## src/rtl/uart_pkg.sv

```systemverilog
// Shared types and constants for the UART baud controller.
// Auto-baud states exist only when UART_AUTOBAUD_EN is defined.
package uart_pkg;

    localparam int OVERSAMPLE = 16;
    localparam int OS_SHIFT   = 4;
    localparam int DIV_MIN    = 2;

    typedef enum logic [1:0] {
        RUN,
        PEND
`ifdef UART_AUTOBAUD_EN
        ,
        AB_FALL,
        AB_MEAS
`endif
    } baud_state_e;

    // Reset divisor, clamped so a tiny CLK_HZ/BAUD ratio still gives a legal divisor.
    function automatic int reset_div(input int clk_hz, input int baud);
        int d;
        d = clk_hz / (baud * OVERSAMPLE);
        return (d < DIV_MIN) ? DIV_MIN : d;
    endfunction

endpackage

```

## src/rtl/uart_autobaud_meas.sv

```systemverilog
// Auto-baud front end: synchronises rxd, detects the start-bit falling edge
// and counts the low time, saturating at the counter maximum.
module uart_autobaud_meas
    import uart_pkg::*;
#(
    parameter int DIV_W = 16
) (
    input  logic                      clk,
    input  logic                      rst_n,
    input  logic                      arm,
    input  logic                      meas,
    input  logic                      rxd,
    output logic                      fell,
    output logic                      done,
    output logic                      sat,
    output logic [DIV_W+OS_SHIFT-1:0] cnt
);

    localparam int CW = DIV_W + OS_SHIFT;
    localparam logic [CW-1:0] CNT_MAX = '1;

    logic [1:0] sync;
    logic       rxd_s;
    logic       rxd_q;

    assign rxd_s = sync[1];

    // Line idles high, so sync flops reset to 1 to avoid a false edge.
    always_ff @(posedge clk) begin
        if (!rst_n) begin
            sync  <= 2'b11;
            rxd_q <= 1'b1;
            cnt   <= '0;
        end else begin
            sync  <= {sync[0], rxd};
            rxd_q <= rxd_s;
            if (fell)
                cnt <= CW'(1);
            else if (meas && !rxd_s && !sat)
                cnt <= cnt + 1'b1;
        end
    end

    assign fell = arm && rxd_q && !rxd_s;
    assign sat  = (cnt == CNT_MAX);
    assign done = meas && (rxd_s || sat);

endmodule

```

## src/rtl/uart_baud_ctrl.sv

```systemverilog
// UART baud generator with deferred divisor updates (rx 16x tick, tx bit tick).
// Define UART_AUTOBAUD_EN to build in start-bit auto-baud measurement.
module uart_baud_ctrl
    import uart_pkg::*;
#(
    parameter int CLK_HZ    = 50_000_000,
    parameter int BAUD_RATE = 9600,
    parameter int DIV_W     = 16
) (
    input  logic             clk,
    input  logic             rst_n,
    input  logic             cfg_valid,
    input  logic [DIV_W-1:0] cfg_div,
    output logic             cfg_ready,
    output logic             cfg_err,
    input  logic             busy,
    output logic             rx_tick,
    output logic             tx_tick,
    output logic [DIV_W-1:0] cur_div,
    input  logic             ab_start,
    input  logic             rxd,
    output logic             ab_done,
    output logic             ab_ok
);

    localparam logic [DIV_W-1:0] RST_DIV = DIV_W'(reset_div(CLK_HZ, BAUD_RATE));
    localparam logic [DIV_W-1:0] MIN_DIV = DIV_W'(DIV_MIN);

    baud_state_e      state, state_nxt;
    logic [DIV_W-1:0] rx_cnt;
    logic [DIV_W-1:0] pend_div, pend_nxt;
    logic [3:0]       sub_cnt;
    logic             cfg_fire;
    logic             cfg_bad;
    logic             apply;
    logic             ab_fin;
    logic             ab_good;

    assign cfg_ready = (state == RUN);
    assign cfg_fire  = cfg_valid && cfg_ready;
    assign apply     = (state == PEND) && !busy;

    // The apply cycle suppresses ticks so the new rate starts from a clean phase.
    assign rx_tick = !apply && (rx_cnt == cur_div - 1'b1);
    assign tx_tick = rx_tick && (sub_cnt == 4'(OVERSAMPLE - 1));

`ifdef UART_AUTOBAUD_EN
    logic                      ab_fell;
    logic                      ab_end;
    logic                      ab_sat;
    logic [DIV_W+OS_SHIFT-1:0] ab_cnt;
    logic [DIV_W+OS_SHIFT:0]   ab_sum;
    logic [DIV_W:0]            ab_q;
    logic [DIV_W-1:0]          ab_div;
    logic                      ab_div_ok;

    uart_autobaud_meas #(.DIV_W(DIV_W)) u_meas (
        .clk   (clk),
        .rst_n (rst_n),
        .arm   (state == AB_FALL),
        .meas  (state == AB_MEAS),
        .rxd   (rxd),
        .fell  (ab_fell),
        .done  (ab_end),
        .sat   (ab_sat),
        .cnt   (ab_cnt)
    );

    // Round low time to the nearest oversample period; the extra top bit catches overflow.
    assign ab_sum    = {1'b0, ab_cnt} + (DIV_W+OS_SHIFT+1)'(OVERSAMPLE / 2);
    assign ab_q      = ab_sum[DIV_W+OS_SHIFT:OS_SHIFT];
    assign ab_div    = ab_q[DIV_W-1:0];
    assign ab_div_ok = !ab_sat && !ab_q[DIV_W] && (ab_div >= MIN_DIV);
`else
    logic unused_ab;
    assign unused_ab = ab_start ^ rxd;
`endif

    always_comb begin
        state_nxt = state;
        pend_nxt  = pend_div;
        cfg_bad   = 1'b0;
        ab_fin    = 1'b0;
        ab_good   = 1'b0;
        case (state)
            RUN: begin
                if (cfg_fire) begin
                    if (cfg_div < MIN_DIV) begin
                        cfg_bad = 1'b1;
                    end else begin
                        pend_nxt  = cfg_div;
                        state_nxt = PEND;
                    end
                end
`ifdef UART_AUTOBAUD_EN
                else if (ab_start) begin
                    state_nxt = AB_FALL;
                end
`endif
            end
            PEND: begin
                if (!busy)
                    state_nxt = RUN;
            end
`ifdef UART_AUTOBAUD_EN
            AB_FALL: begin
                if (ab_fell)
                    state_nxt = AB_MEAS;
            end
            AB_MEAS: begin
                if (ab_end) begin
                    ab_fin = 1'b1;
                    if (ab_div_ok) begin
                        ab_good   = 1'b1;
                        pend_nxt  = ab_div;
                        state_nxt = PEND;
                    end else begin
                        state_nxt = RUN;
                    end
                end
            end
`endif
            default: state_nxt = RUN;
        endcase
    end

    always_ff @(posedge clk) begin
        if (!rst_n) begin
            state    <= RUN;
            cur_div  <= RST_DIV;
            pend_div <= RST_DIV;
            rx_cnt   <= '0;
            sub_cnt  <= '0;
            cfg_err  <= 1'b0;
        end else begin
            state    <= state_nxt;
            pend_div <= pend_nxt;
            cfg_err  <= cfg_bad;
            if (apply) begin
                cur_div <= pend_div;
                rx_cnt  <= '0;
                sub_cnt <= '0;
            end else if (rx_tick) begin
                rx_cnt  <= '0;
                sub_cnt <= sub_cnt + 1'b1;
            end else begin
                rx_cnt  <= rx_cnt + 1'b1;
            end
        end
    end

`ifdef UART_AUTOBAUD_EN
    always_ff @(posedge clk) begin
        if (!rst_n) begin
            ab_done <= 1'b0;
            ab_ok   <= 1'b0;
        end else begin
            ab_done <= ab_fin;
            ab_ok   <= ab_good;
        end
    end
`else
    assign ab_done = 1'b0;
    assign ab_ok   = 1'b0;
`endif

endmodule

```

## config.mk

```make
export PLATFORM = sky130hd
export DESIGN_NAME = uart_baud_ctrl
export DESIGN_NICKNAME = d
export VERILOG_FILES = /design/src/rtl/uart_pkg.sv /design/src/rtl/uart_autobaud_meas.sv /design/src/rtl/uart_baud_ctrl.sv
export SDC_FILE = /design/constraint.sdc
export NUM_CORES = 1
export LEC_CHECK = 0
export CORE_MARGIN = 5
export CORE_UTILIZATION = 40
export DETAILED_ROUTE_END_ITERATION = 8
export MAX_ROUTING_LAYER = met4
export SETUP_SLACK_MARGIN = 0.5
export SYNTH_ARGS = -nofsm -noshare
export SYNTH_HDL_FRONTEND = slang
export SYNTH_SLANG_ARGS = --single-unit
```

## constraint.sdc

```tcl
create_clock -name clk -period 3.4 [get_ports clk]
set_input_delay 0.68 -clock clk [delete_from_list [all_inputs] [get_ports clk]]
set_output_delay 0.68 -clock clk [all_outputs]
set_load 0.01 [all_outputs]
```

== Word-level counts from Yosys, hierarchy flattened ==
Index checks and enable logic that the tools add are counted.

* Register bits: 55

* $add $sub $neg: 3
* $lt $le $gt $ge: 1
* Eq/ne operators: 6
* Muxes and demuxes: 5
* Bitwise logic cells: 2
* Reductions and logical operators: 12

{| class="wikitable"
|+ Operators with widths
! kind !! count
|-
| $add 16x1->16 const B || 1
|-
| $eq 16x16->1 || 1
|-
| $lt 16x2->1 const B || 1
|-
| $sub 16x1->16 const B || 1
|-
| $reduce_and 3->1 || 3
|-
| $mux 2 || 3
|-
| $add 4x1->4 const B || 1
|-
| $eq 4x4->1 const B || 1
|-
| $logic_and 1x1->1 || 4
|-
| $ne 2x2->1 const B || 2
|-
| $pmux 2 s2 || 1
|-
| $reduce_or 3->1 || 1
|-
| $eq 2x1->1 const B || 1
|-
| $logic_not 1->1 || 2
|-
| $logic_not 2->1 || 1
|-
| $ne 2x1->1 const B || 1
|-
| $not 1->1 || 2
|-
| $reduce_or 2->1 || 1
|-
| $mux 1 || 1
|}

== Logic depth before layout (Yosys ltp) ==
* Depth after elaboration: 5
* Mapped depth: 10
* Mapped depth without buffers: 9

== Least setup slack after synthesis ==
No wires, ideal clock.

* Path type: flip-flop to output port
* Start: register cur_div[0]
* End: output tx_tick
* Data arrival time: 3063 ps
* Data required time: 2720 ps
* Setup slack: -343 ps
* Stages on the path, launching flop included: 10
* Buffers on the path: 0
* Path through: dfxtp_1 -> inv_1 -> ha_1 -> or3b_4 -> or4_4 -> o32ai_2 -> o2111ai_1 -> a2111o_1 -> or2_2 -> nor3_1

* Cells in the longest elaborated chain, start to end: 4

{| class="wikitable"
|+ RTL lines
! item !! RTL line !! RTL
|-
| from (decl) || uart_baud_ctrl.sv:19 || <nowiki>output logic [DIV_W-1:0] cur_div,</nowiki>
|-
| from (signal assigned) || uart_baud_ctrl.sv:140 || <nowiki>cur_div <= pend_div;</nowiki>
|-
| $sub 16x1->16 || uart_baud_ctrl.sv:44 || <nowiki>assign rx_tick = !apply && (rx_cnt == cur_div - 1'b1);</nowiki>
|-
| $eq 16x16->1 || uart_baud_ctrl.sv:44 ||
|-
| $logic_and 1x1->1 || uart_baud_ctrl.sv:44 ||
|-
| $logic_and 1x1->1 || uart_baud_ctrl.sv:45 || <nowiki>assign tx_tick = rx_tick && (sub_cnt == 4'(OVERSAMPLE - 1));</nowiki>
|-
| to (decl) || uart_baud_ctrl.sv:18 || <nowiki>output logic tx_tick,</nowiki>
|}

Every way passes these cells.

== Worst setup path in the final report ==
* Start: register cur_div[1]
* End: output tx_tick

The elaborated chain is that of the path after synthesis.

==> impl_metrics.tcl <==
set metrics [dict create \
    arrival_ns 2.95 \
    synth_most_common_cell "dfxtp_1" \
    dr_total_vias 2517 \
    grtUsageMet2_pct 27.6 \
    ir_drop_mv 0.166 \
    regArea_um2 1090 \
    violations "setup timing" \
    drtIter0Drc 173 \
    cp-end-kind "output pin" \
    fin_nets 430 \
    synthDistinctLibCells 50 \
    slew_headroom_pct 33.7 \
    dieHeight_um 93.7 \
    grt_pass1_vias 2517 \
    grt_max_degree 35 \
    synth_area_leaders "dfxtp_1 39%, nand2_1 6.3%, mux2i_1 6.1%, xnor2_1 5.9%, nor2_1 4.1%" \
    fin_crit_ns 3.63 \
    clock_sink_count 54 \
    dr.pass1.iters 4 \
    hold_class "reg2reg" \
    yosys.area.top_type "dfxtp_1" \
    drive_gt1_share_pct 18.7 \
    grt-ovfl-total 0 \
    cpMaxStageDelayCell "or4_4" \
    cp.required_ns 2.72 \
    path_class "reg2out" \
    synth_common_cells "54 x dfxtp_1, 47 x nand2_1, 31 x nor2_1" \
    yosysSeqAreaShare_pct 38.6 \
    n_antenna_cell 0 \
    cts_buffer_depth 2 \
    dp_hpwl_mm 5.30 \
    slew_violations 0 \
    powerDensity_nw_per_um2 324 \
    grt.met1_usage_pct 22.3 \
    rsz0062_at_grt "true" \
    async_flop_share_pct 0 \
    synthCells 335 \
    dp.cells 488 \
    outcome "complete, but fails checks" \
    fin_area_um2 3720 \
    num_rows 30 \
    multi_input_area_um2 1680 \
    drv_cap 0 \
    netlist.area_leader.share_pct 38.6 \
    placed_cell_area_um2 3530 \
    drc 0 \
    synth_area_um2 2800 \
    max_freq_mhz 276 \
    power.total_mw 1.20 \
    grt_usage_pct 17.0 \
    antenna_found_initial 0 \
    path_max_fanout 2 \
    synth-main-ff-cell "dfxtp_1" \
    cts.htree.levels 2 \
    synth.avg_cell_area_um2 8.37 \
    grtUsageMet3_pct 2.72 \
    areaGrowthSynthToFinish_pct 32.8 \
    n_fill_cell 649 \
    cp-start-kind "register" \
    ys_warn_count 0 \
    die_x_um 93.7 \
    cts_tree "yes" \
    gp_congestion 0.872 \
    cp_slowest_stage_delay_ns 0.51 \
    via_per_inst 5.01 \
    dieArea_um2 8780 \
    insertion_delay_ns 0.31 \
    boundaryPins 44 \
    path_clk_slew_ns 0.10 \
    numCtsBuffers 5 \
    ant_nets 0 \
    ys_ff_latch 54 \
    cp_cell_sequence "inv_4, ha_4, or3b_4, or4_4, o32ai_2, o2111ai_1, a2111o_1, or2_4, nor3_4, buf_2" \
    numPortBuffers 39 \
    fin_crit_sh_pct 107 \
    finalWorstSetupSlack_ns -0.225 \
    wire_per_inst_um 14.3 \
    p_leak_nw 1.38 \
    setup_viol 2 \
    finalHoldViolCount 0 \
    initial_core_util_pct 41.3 \
    cts-root-buf "clkbuf_8" \
    drt_wl_total_mm 7.16 \
    worstMarginPinSlew_ns 0.994 \
    core_region_area_um2 6790 \
    fin_skew_ns 0.00727 \
    stdcell_count 502 \
    grt_pass1_wl_mm 11.8 \
    busiest_layer "met2" \
    synth-edff-count 0 \
]
## registers in the layout, indices dropped and copies added (netlist names)
name      flops
rx_cnt       16
pend_div     16
state         1
cfg_err       1
sub_cnt       4
cur_div      16
## critical path: cells and delay by family (launching register included)
family / cells / cell delay [ns]
AND/OR/NAND/NOR: 4 / 1.24
AO/OA/AOI/OAI: 3 / 0.70
flip-flops: 1 / 0.37
buffers and inverters: 2 / 0.20
adder cells (fa/ha/maj): 1 / 0.12
## kinds of logic after synthesis
logic type	synth area share, %
AND/OR/NAND/NOR	25.8
flip-flops	38.6
AO/OA/AOI/OAI	13.3
XOR/XNOR	10.0
buffers and inverters	4.82
multiplexers	6.07
adder cells (fa/ha/maj)	1.34
other	0.134
## timing repair
action | 4_1_cts | 5_1_grt
pin swaps | 4 | 6
buffers inserted | 2 | 3
gates cloned | 0 | 1
gates resized for setup | 10 | 15
endpoints found under the setup margin | 4 | 22
hold buffers | 0 | 0
## cells in the final DEF, fill, tap and decap left out, drive strengths merged, types with 9 or more instances in the layout
| cell | count |
|---|---|
| nand3 | 13 |
| xnor2 | 19 |
| xor2 | 13 |
| dfxtp | 54 |
| nor2 | 31 |
| nor2b | 14 |
| nand2 | 47 |
| nor3 | 9 |
| inv | 14 |
| buf | 42 |
| clkdlybuf4s50 | 37 |
| mux2i | 17 |
| a21oi | 9 |
| a21boi | 12 |
## where the power goes
group | switching (mW) | internal (mW) | total (mW)
Clock | 0.218 | 0.146 | 0.363
Combinational | 0.0821 | 0.0897 | 0.172
Sequential | 0.0173 | 0.652 | 0.670
Total | 0.317 | 0.888 | 1.20
## final timing paths
check / start / endpoint / slack, ns / cells after the start
max: cur_div[1] / tx_tick / -0.23 / 10
min: pend_div[5] / cur_div[5] / 0.47 / 2
max reg2reg: cur_div[1] / sub_cnt[3] / 0.33 / 11
min reg2reg: pend_div[5] / cur_div[5] / 0.47 / 2
## metrics by stage
step                      utilization (%)  setup TNS [ns]  setup WS, ns  hold WS, ns
after floorplan                         -               0         0.122        0.429
after global placement               52.0          -0.509        -0.271        0.458
after detailed placement             52.0          -0.590        -0.317        0.459
after CTS                            53.5          -0.673        -0.359        0.476
after global routing                 54.8          -0.683        -0.343        0.502
final                                54.8          -0.433        -0.225        0.469
## per-layer routing
layer	part of all wire [%]	vias to the layer above
li1	-	1295
met1	48	1160
met2	46	55
met3	4.9	7
met4	0.92	0
met5	0	-
## final cells by class
| cell class | instances | share of cell area (%) |
|---|---|---|
| multi-input cells | 251 | 45.1 |
| flip-flops and latches | 54 | 29.2 |
| repair buffers | 79 | 18.6 |
| well taps | 96 | 3.23 |
| clock buffers | 6 | 1.95 |
| inverters | 14 | 1.55 |
| clock inverters | 2 | 0.403 |
Note: power is estimated with default switching activity, not from simulation.
